<file path="config.mk">
export PLATFORM = sky130hd
export DESIGN_NAME = mbscore_wb_ctrl
export DESIGN_NICKNAME = d
export VERILOG_FILES = /design/src/rtl/mbscore_wb_ctrl.sv
export SDC_FILE = /design/constraint.sdc
export NUM_CORES = 1
export LEC_CHECK = 0
export CAP_MARGIN = 20
export CORE_MARGIN = 2
export CORE_UTILIZATION = 43
export DETAILED_ROUTE_END_ITERATION = 16
export GPL_TIMING_DRIVEN = 0
export MAX_ROUTING_LAYER = met4
export PLACE_DENSITY_LB_ADDON = 0.3
export SYNTH_ARGS = -nofsm -noshare
export SYNTH_HDL_FRONTEND = slang
export SYNTH_SLANG_ARGS = --single-unit
</file>
<file path="constraint.sdc">
create_clock -name clk -period 3.7 [get_ports clk]
set_clock_uncertainty 0.05 [all_clocks]
set_input_delay 0.555 -clock clk [delete_from_list [all_inputs] [get_ports clk]]
set_output_delay 0.555 -clock clk [all_outputs]
set_load 0.005 [all_outputs]
</file>
<file path="src/rtl/mbscore_wb_ctrl.sv">
// Purpose : writeback controller; sequences one execute-stage request through
//           memory access, register-file write and retire.
// Latency : op0 accept->done 1 cycle, op1 2 cycles, op2 ack+1, op3 ack+2.
// Backpressure: req_ready is high only in IDLE; mem_req holds until mem_ack.
// Ports   : clk/rst_n (async active-low); req_valid/req_ready/req_op/req_rd/req_alu
//           request in; mem_req/mem_we/mem_wdata/mem_ack/mem_rdata memory side;
//           wb_sel, rf_we/rf_waddr/rf_wdata, jump, done, timeout_err results.
// Options : define MBSCORE_WB_TIMEOUT_EN to abandon a memory access after 255
//           cycles without mem_ack (sets sticky timeout_err, retires, no rf write).

`ifndef DATA_WIDTH
`define DATA_WIDTH 32
`endif

module mbscore_wb_ctrl #(
    parameter int DATA_WIDTH = `DATA_WIDTH,
    parameter int RD_WIDTH   = 5
) (
    input  logic                  clk,
    input  logic                  rst_n,
    input  logic                  req_valid,
    output logic                  req_ready,
    input  logic [1:0]            req_op,
    input  logic [RD_WIDTH-1:0]   req_rd,
    input  logic [DATA_WIDTH-1:0] req_alu,
    output logic                  mem_req,
    output logic                  mem_we,
    output logic [DATA_WIDTH-1:0] mem_wdata,
    input  logic                  mem_ack,
    input  logic [DATA_WIDTH-1:0] mem_rdata,
    output logic [1:0]            wb_sel,
    output logic                  rf_we,
    output logic [RD_WIDTH-1:0]   rf_waddr,
    output logic [DATA_WIDTH-1:0] rf_wdata,
    output logic                  jump,
    output logic                  done,
    output logic                  timeout_err
);

    typedef enum logic [1:0] {
        IDLE     = 2'd0,
        MEM_WAIT = 2'd1,
        REG_WR   = 2'd2,
        RETIRE   = 2'd3
    } state_t;

    localparam logic [1:0] OP_BRANCH = 2'd0;
    localparam logic [1:0] OP_ALU_RF = 2'd1;
    localparam logic [1:0] OP_STORE  = 2'd2;
    localparam logic [1:0] OP_LOAD   = 2'd3;

    state_t                state_q, state_d;
    logic [1:0]            op_q;
    logic [RD_WIDTH-1:0]   rd_q;
    logic [DATA_WIDTH-1:0] data_q;   // ALU result, replaced by load data on ack
    logic                  accept;
    logic                  tmo_fire;

    // Reset forces ready high even though the state register already reads IDLE,
    // so the handshake is defined while rst_n is still low.
    assign req_ready = (state_q == IDLE) || !rst_n;
    assign accept    = req_valid && (state_q == IDLE);

`ifdef MBSCORE_WB_TIMEOUT_EN
    logic [7:0] tmo_cnt_q;
    logic       tmo_err_q;

    // Counter reads n-1 in the n-th MEM_WAIT cycle; firing at 254 gives exactly
    // 255 cycles of mem_req before the access is abandoned.
    assign tmo_fire = (state_q == MEM_WAIT) && !mem_ack && (tmo_cnt_q == 8'd254);

    always_ff @(posedge clk or negedge rst_n) begin
        if (!rst_n) begin
            tmo_cnt_q <= 8'd0;
            tmo_err_q <= 1'b0;
        end else begin
            tmo_cnt_q <= (state_q == MEM_WAIT) ? tmo_cnt_q + 8'd1 : 8'd0;
            if (tmo_fire) begin
                tmo_err_q <= 1'b1;
            end
        end
    end

    assign timeout_err = tmo_err_q;
`else
    assign tmo_fire    = 1'b0;
    assign timeout_err = 1'b0;
`endif

    always_ff @(posedge clk or negedge rst_n) begin
        if (!rst_n) begin
            state_q <= IDLE;
        end else begin
            state_q <= state_d;
        end
    end

    always_comb begin
        state_d = state_q;
        case (state_q)
            IDLE: begin
                if (accept) begin
                    case (req_op)
                        OP_BRANCH: state_d = RETIRE;
                        OP_ALU_RF: state_d = REG_WR;
                        default:   state_d = MEM_WAIT;
                    endcase
                end
            end
            MEM_WAIT: begin
                if (mem_ack) begin
                    state_d = (op_q == OP_LOAD) ? REG_WR : RETIRE;
                end else if (tmo_fire) begin
                    state_d = RETIRE;
                end
            end
            REG_WR:  state_d = RETIRE;
            RETIRE:  state_d = IDLE;
            default: state_d = IDLE;
        endcase
    end

    always_ff @(posedge clk or negedge rst_n) begin
        if (!rst_n) begin
            op_q   <= 2'd0;
            rd_q   <= '0;
            data_q <= '0;
        end else if (accept) begin
            op_q   <= req_op;
            rd_q   <= req_rd;
            data_q <= req_alu;
        end else if ((state_q == MEM_WAIT) && mem_ack && (op_q == OP_LOAD)) begin
            data_q <= mem_rdata;
        end
    end

    // Outputs are decoded from registered state only, so they are glitch-free
    // and drop to zero the instant the async reset lands.
    assign mem_req   = (state_q == MEM_WAIT);
    assign mem_we    = mem_req && (op_q == OP_STORE);
    assign mem_wdata = mem_we ? data_q : '0;
    assign rf_we     = (state_q == REG_WR) && (rd_q != '0);
    assign rf_waddr  = (state_q == REG_WR) ? rd_q : '0;
    assign rf_wdata  = (state_q == REG_WR) ? data_q : '0;
    assign jump      = (state_q == RETIRE) && (op_q == OP_BRANCH) && data_q[0];
    assign done      = (state_q == RETIRE);
    assign wb_sel    = (state_q == IDLE) ? 2'd0 : op_q;

endmodule

</file>
==> flow_summary.toml, run 1 <==
[cts]
insertion_delay_ps = 290
cts.sinks = 41
cts_root_buf = "clkbuf_8"
cts-buffers-inserted = 5
max-clock-path-buffers = 2
clk_pin_slew_ps = 80
cts.htree.levels = 2
ctsResizeCount = 0
cts_tree = "done"

[power_and_ir_drop]
irDropWorstVdd_v = 0.000350
p_per_area_nw_per_um2 = 636
p_total_uw = 2890
power_leakage_uw = 0.00202

[global_routing]
grt_max_degree = 41
use_met3_pct = 3.99
track_usage_pct = 21.7
antenna_found_initial = 0
grt_pass1_wl_mm = 11.9
grt-ovfl-total = 0
grt_util_met2_pct = 38.8
use_met1_pct = 24.6
grt.busiest_layer = "met2"
grt_pass1_vias = 2417

[synthesis]
synth_top_area_share_pct = 36.4
synth_seq_cells = 41
yosys_warnings = 0
yosysTopAreaCell = "dfrtp_1"
yosysSeqAreaShare_pct = 36.4
netlist_area_um2 = 2820
synthTopCellsByArea = "dfrtp_1, mux2_4, and2_1"
syn_inst = 226
syn-mean-instance-area_um2 = 12.5
ys_types = 23
synth_nets = 308

[layout]
layout-drive-gt1-share_pct = 24.0
utilization_pct = 71.5
nets = 468
area_growth_pct = 61.0
num_antenna_cells = 0

[sta]
slew_violations = 0
slew_headroom_pct = 66.3
setup_viol = 0
max_clock_freq_mhz = 301
grt_setup_unrepaired = "false"
period_minus_slack_ps = 3320
hold_violations = 0
period_share_pct = 89.7
tightestPinTransition_ps = 503
setup_tns_ps = 0

[critical_path]
worst_setup_path_start_kind = "register"
crit_path_max_fanout = 10
cp-endpoint = "mem_wdata[11]"
r2r_setup_slack_ps = 1700
startpoint = "state_q[1]"
worstPathArrival_ps = 2720
endpoint_kind = "primary output"
regToRegEndpoint = "data_q[4]"
timing.rr.start = "state_q[0]"
crit_type = "reg2out"
crit_required_ps = 3090
reg2reg_depth = 6

[hold_path]
hp-start = "data_q[30]"
hold_path.class = "reg2reg"
hold_depth = 1

[floorplan]
num_rows = 29
fp.coreArea_um2 = 6350
die_w_um = 85.0
die_h_um = 85.0
io_pins = 153
dieArea_um2 = 7220
initial_core_util_pct = 44.4

[routing]
drt-vias-per-instance = 4.89
totalWireLength_mm = 7.63
drc = 0
antenna_left = 0
num_vias = 2269
routedWlPerCell_um = 16.4
drtIter0Drc = 32
dr.pass1.iters = 4

[placed_design]
gp_congestion = 0.813
port_buffers = 151
dpl.hpwl_mm = 6.00

[run]
max-cap-violations = 0

[run_status]
outcome = "complete, no violations"
[synth_stat cells]
| library cell | instances |
|---|---|
| buf_6 | 3 |
| nor4bb_1 | 1 |
| clkbuf_1 | 6 |
| conb_1 | 1 |
| nand2_2 | 1 |
| buf_4 | 4 |
| o32ai_1 | 1 |
| and2_1 | 69 |
| mux2_4 | 60 |
| and2b_2 | 2 |
| mux2i_1 | 3 |
| mux2_2 | 11 |
| o21a_1 | 1 |
| ha_1 | 7 |
| nor2_1 | 1 |
| nand2_1 | 4 |
| o22ai_1 | 1 |
| dfrtp_1 | 41 |
| o21ai_2 | 1 |
| a21boi_0 | 1 |
| nand2_4 | 1 |
| or4_1 | 1 |
| inv_1 | 5 |
[timing repair]
item | CTS | global route
endpoints found under the hold margin | 1 | 0
setup endpoints to repair | 0 | 0
setup buffers | 0 | 0
hold buffers | 1 | 0
[cell usage in the layout (no fill, tap or decap), drive strengths merged, types with 2 or more instances in the layout]
cell	netlist	layout
and2b	2	2
buf	7	9
dfrtp	41	41
ha	7	7
clkbuf	6	11
mux2	71	71
nand2	6	6
clkdlybuf4s50	0	150
mux2i	3	3
and2	69	69
clkinv	0	2
inv	5	5
[kinds of logic (layout without fill, tap and decap cells)]
group                      Yosys count  in the layout  synth area share (%)
muxes                               74             74                  37.4
buffers and inverters               18            179                  3.73
other                                1              1                 0.133
adders and majority gates            7              7                  3.11
DFF                                 41             41                  36.4
AOI/OAI and AO/OA                    5              5                  1.38
and+or+nand+nor                     80             80                  17.8
[critical path, cell delays in order (launching register included)]
cell             delay [ps]
dfrtp_1                 420
inv_1                   160
ha_1                    200
nand2_1                  90
nor2_1                  410
clkbuf_1                430
and2_1                  210
clkdlybuf4s50_1         520
[where the power goes]
part / internal (µW) / leakage [µW] / switching, µW
logic: 1140 / 0.00149 / 595
registers: 685 / 0.000484 / 177
clock network: 130 / 0.0000439 / 161
[cell type report]
| class | count | area [µm²] |
|---|---|---|
| plain buffers | 13 | 86.3 |
| clock buffers | 5 | 68.8 |
| clock inverters | 3 | 17.5 |
| fillers | 484 | 1810 |
| inverters | 5 | 18.8 |
| multi-input cells | 167 | 1690 |
| flip-flops and latches | 41 | 1030 |
| well taps | 77 | 96.3 |
| repair buffers | 153 | 1540 |
[how the worst min path moves through the flow]
stage          slack [ps]    endpoint
2_1_floorplan         210   data_q[0]
3_3_place_gp          450  data_q[27]
3_5_place_dp          310   data_q[4]
4_1_cts               480  data_q[13]
5_1_grt               500     rd_q[0]
6_report              480  data_q[30]
[state kept, by name, summed over array words and instances (netlist names)]
name,cells
data_q,32
rd_q,5
op_q,2
state_q,2
[per-layer routing]
layer	part of all wire, %	vias to the layer above
met5	0	-
met4	2.0	0
met3	4.8	13
met2	53	83
met1	40	1097
li1	-	1076
[per-stage QoR]
step	hold slack [ps]	instance area (µm²)	instances	setup slack [ps]
after floorplan	209	2820	226	1740
after global placement	450	4430	454	65.0
after detailed placement	314	4440	455	660
after CTS	483	4540	464	335
after global routing	497	4540	464	182
final	479	4540	464	380
Power figures use the tool's default switching activity.
==> run 2, diff against run 1 <==
CELL_PAD_IN_SITES_DETAIL_PLACEMENT = 1   (was not set)
CELL_PAD_IN_SITES_GLOBAL_PLACEMENT = 2   (was not set)
CORE_UTILIZATION = 25   (was 43)
==> flow_summary.toml, run 2 (synthesized netlist as in run 1, its figures left out) <==
[hold_path]
hold_path.class = "in2async"

[power_and_ir_drop]
power_leakage_uw = 0.00206
irDropWorstVdd_v = 0.000260
p_per_area_nw_per_um2 = 665
p_total_uw = 3120

[cts]
ctsHoldBuffers = 0
max-clock-path-buffers = 2
cts.htree.levels = 2
cts_tree = "done"
cts.sinks = 41
cts_root_buf = "clkbuf_16"
insertion_delay_ps = 280
cts-buffers-inserted = 5
ctsResizeCount = 0
clk_pin_slew_ps = 60
cts_setup_buffers = 0

[layout]
nets = 467
layout_commonest_cell = "clkdlybuf4s50_1"
layout-drive-gt1-share_pct = 23.8
largest_reg_flops = 32
regMostFlops = "data_q"
num_antenna_cells = 0
finalNonFillerCells = 526
reg.largest.list = "data_q (32), rd_q (5)"
final_cell_mix = "clkdlybuf4s50_1, and2_1, mux2_4"
area_growth_pct = 66.8

[critical_path]
critPathTopFamily = "buffers and inverters"
crit_type = "reg2out"
slowest_delay_ps = 520
endpoint_kind = "primary output"
path_cells = "inv_1 -> ha_1 -> nand2_1 -> nor2_1 -> clkbuf_1 -> and2_1 -> clkdlybuf4s50_1"
worstPathArrival_ps = 2770
crit_required_ps = 3090
slowest_stage = "clkdlybuf4s50_1"
crit_path_max_fanout = 10
timing.rr.start = "state_q[0]"
worst_setup_path_start_kind = "register"
startpoint = "state_q[1]"
crit_buf_inv = 3

[routing]
drt-vias-per-instance = 4.27
totalWireLength_mm = 8.64
routedWlPerCell_um = 16.4
num_vias = 2246
drc = 0
antenna_left = 0
dr.pass1.iters = 4
drtIter0Drc = 46

[global_routing]
antenna_found_initial = 0
grt_pass1_wl_mm = 12.8
grt_pass1_vias = 2419
grt-ovfl-total = 0
grt_max_degree = 23
track_usage_pct = 14.4

[floorplan]
die_h_um = 110
io_pins = 153
dieArea_um2 = 12100
initial_core_util_pct = 25.8
num_rows = 38
die_w_um = 110
fp.coreArea_um2 = 10900

[sta]
setup_viol = 0
slew_violations = 0
whs_ps = 219
hold_violations = 0
max_clock_freq_mhz = 297
slew_headroom_pct = 61.1
period_share_pct = 91.1
tightestPinTransition_ps = 581
setup_ws_ps = 329
period_minus_slack_ps = 3370
grt_setup_unrepaired = "false"

[placed_design]
preCtsSetupSlack_ps = 569
gp_congestion = 0.742
dpl.hpwl_mm = 6.64
placed_cells_incl_taps = 518
port_buffers = 151

[run]
max-cap-violations = 0

[run_status]
outcome = "complete, no violations"
==> run 2: cell types whose count changed in the layout (fill, tap and decap cells not counted) <==
cell	change
buf_16	+1
clkbuf_1	+1
clkinv_2	-2
dlygate4sd3_1	-1
clkinvlp_4	-1
clkbuf_8	-4
bufinv_16	+1
clkbuf_16	+5
buf_12	-1
==> run 2: layer usage <==
metal  GRT usage (%)  up-vias  wire length, µm
met5               -        -                0
met4            4.29        0               70
met3            2.00        4              502
met2            25.2       82             4350
met1            17.3     1089             3720
li1                -     1071                -
==> run 2: worst paths after layout <==
check / endpoint / slack, ps / cells past startpoint
max: mem_wdata[3] / 330 / 7
min: data_q[7] / 220 / 1
max reg2reg: data_q[2] / 1670 / 6
min reg2reg: data_q[1] / 470 / 1
max in group asynchronous: data_q[2] / 2870 / 2
min in group clk: data_q[1] / 470 / 1
==> run 2: final cells by class <==
| type | count | area (µm²) |
|---|---|---|
| repair buffers | 152 | 1530 |
| flip-flops and latches | 41 | 1030 |
| well taps | 140 | 175 |
| plain buffers | 13 | 86.3 |
| inverters | 5 | 18.8 |
| multi-input cells | 167 | 1690 |
| clock buffers | 7 | 143 |
| clock inverters | 1 | 30.0 |
| fillers | 1216 | 6230 |
==> run 2: stage by stage <==
stage / TNS [ps] / cell area (µm²) / utilization, %
2_1_floorplan: 0 / 2820 / -
3_3_place_gp: -140 / 4510 / 41.2
3_5_place_dp: 0 / 4530 / 41.4
4_1_cts: 0 / 4700 / 43.0
5_1_grt: 0 / 4700 / 43.0
6_report: 0 / 4700 / 43.0
==> run 2: where the power goes <==
part | total [µW] | leakage, µW | switching (µW) | internal, µW
Clock | 513 | 0.0000841 | 175 | 337
Combinational | 1760 | 0.00149 | 617 | 1140
Sequential | 855 | 0.000484 | 169 | 686
==> run 3, diff against run 2 <==
clock period = 3.9 ns   (was 3.7 ns; I/O delays follow)
==> results of run 3 <==
Same layout as run 2 (identical final DEF). Status: complete, no violations.
Among the figures that moved: setup slack after placement 569 ps -> 739 ps; setup slack after layout 329 ps -> 499 ps; hold slack 219 ps -> 249 ps; register-to-register setup slack 1670 ps -> 1870 ps; total power 3120 µW -> 2960 µW; worst IR drop on VDD 0.000260 V -> 0.000246 V
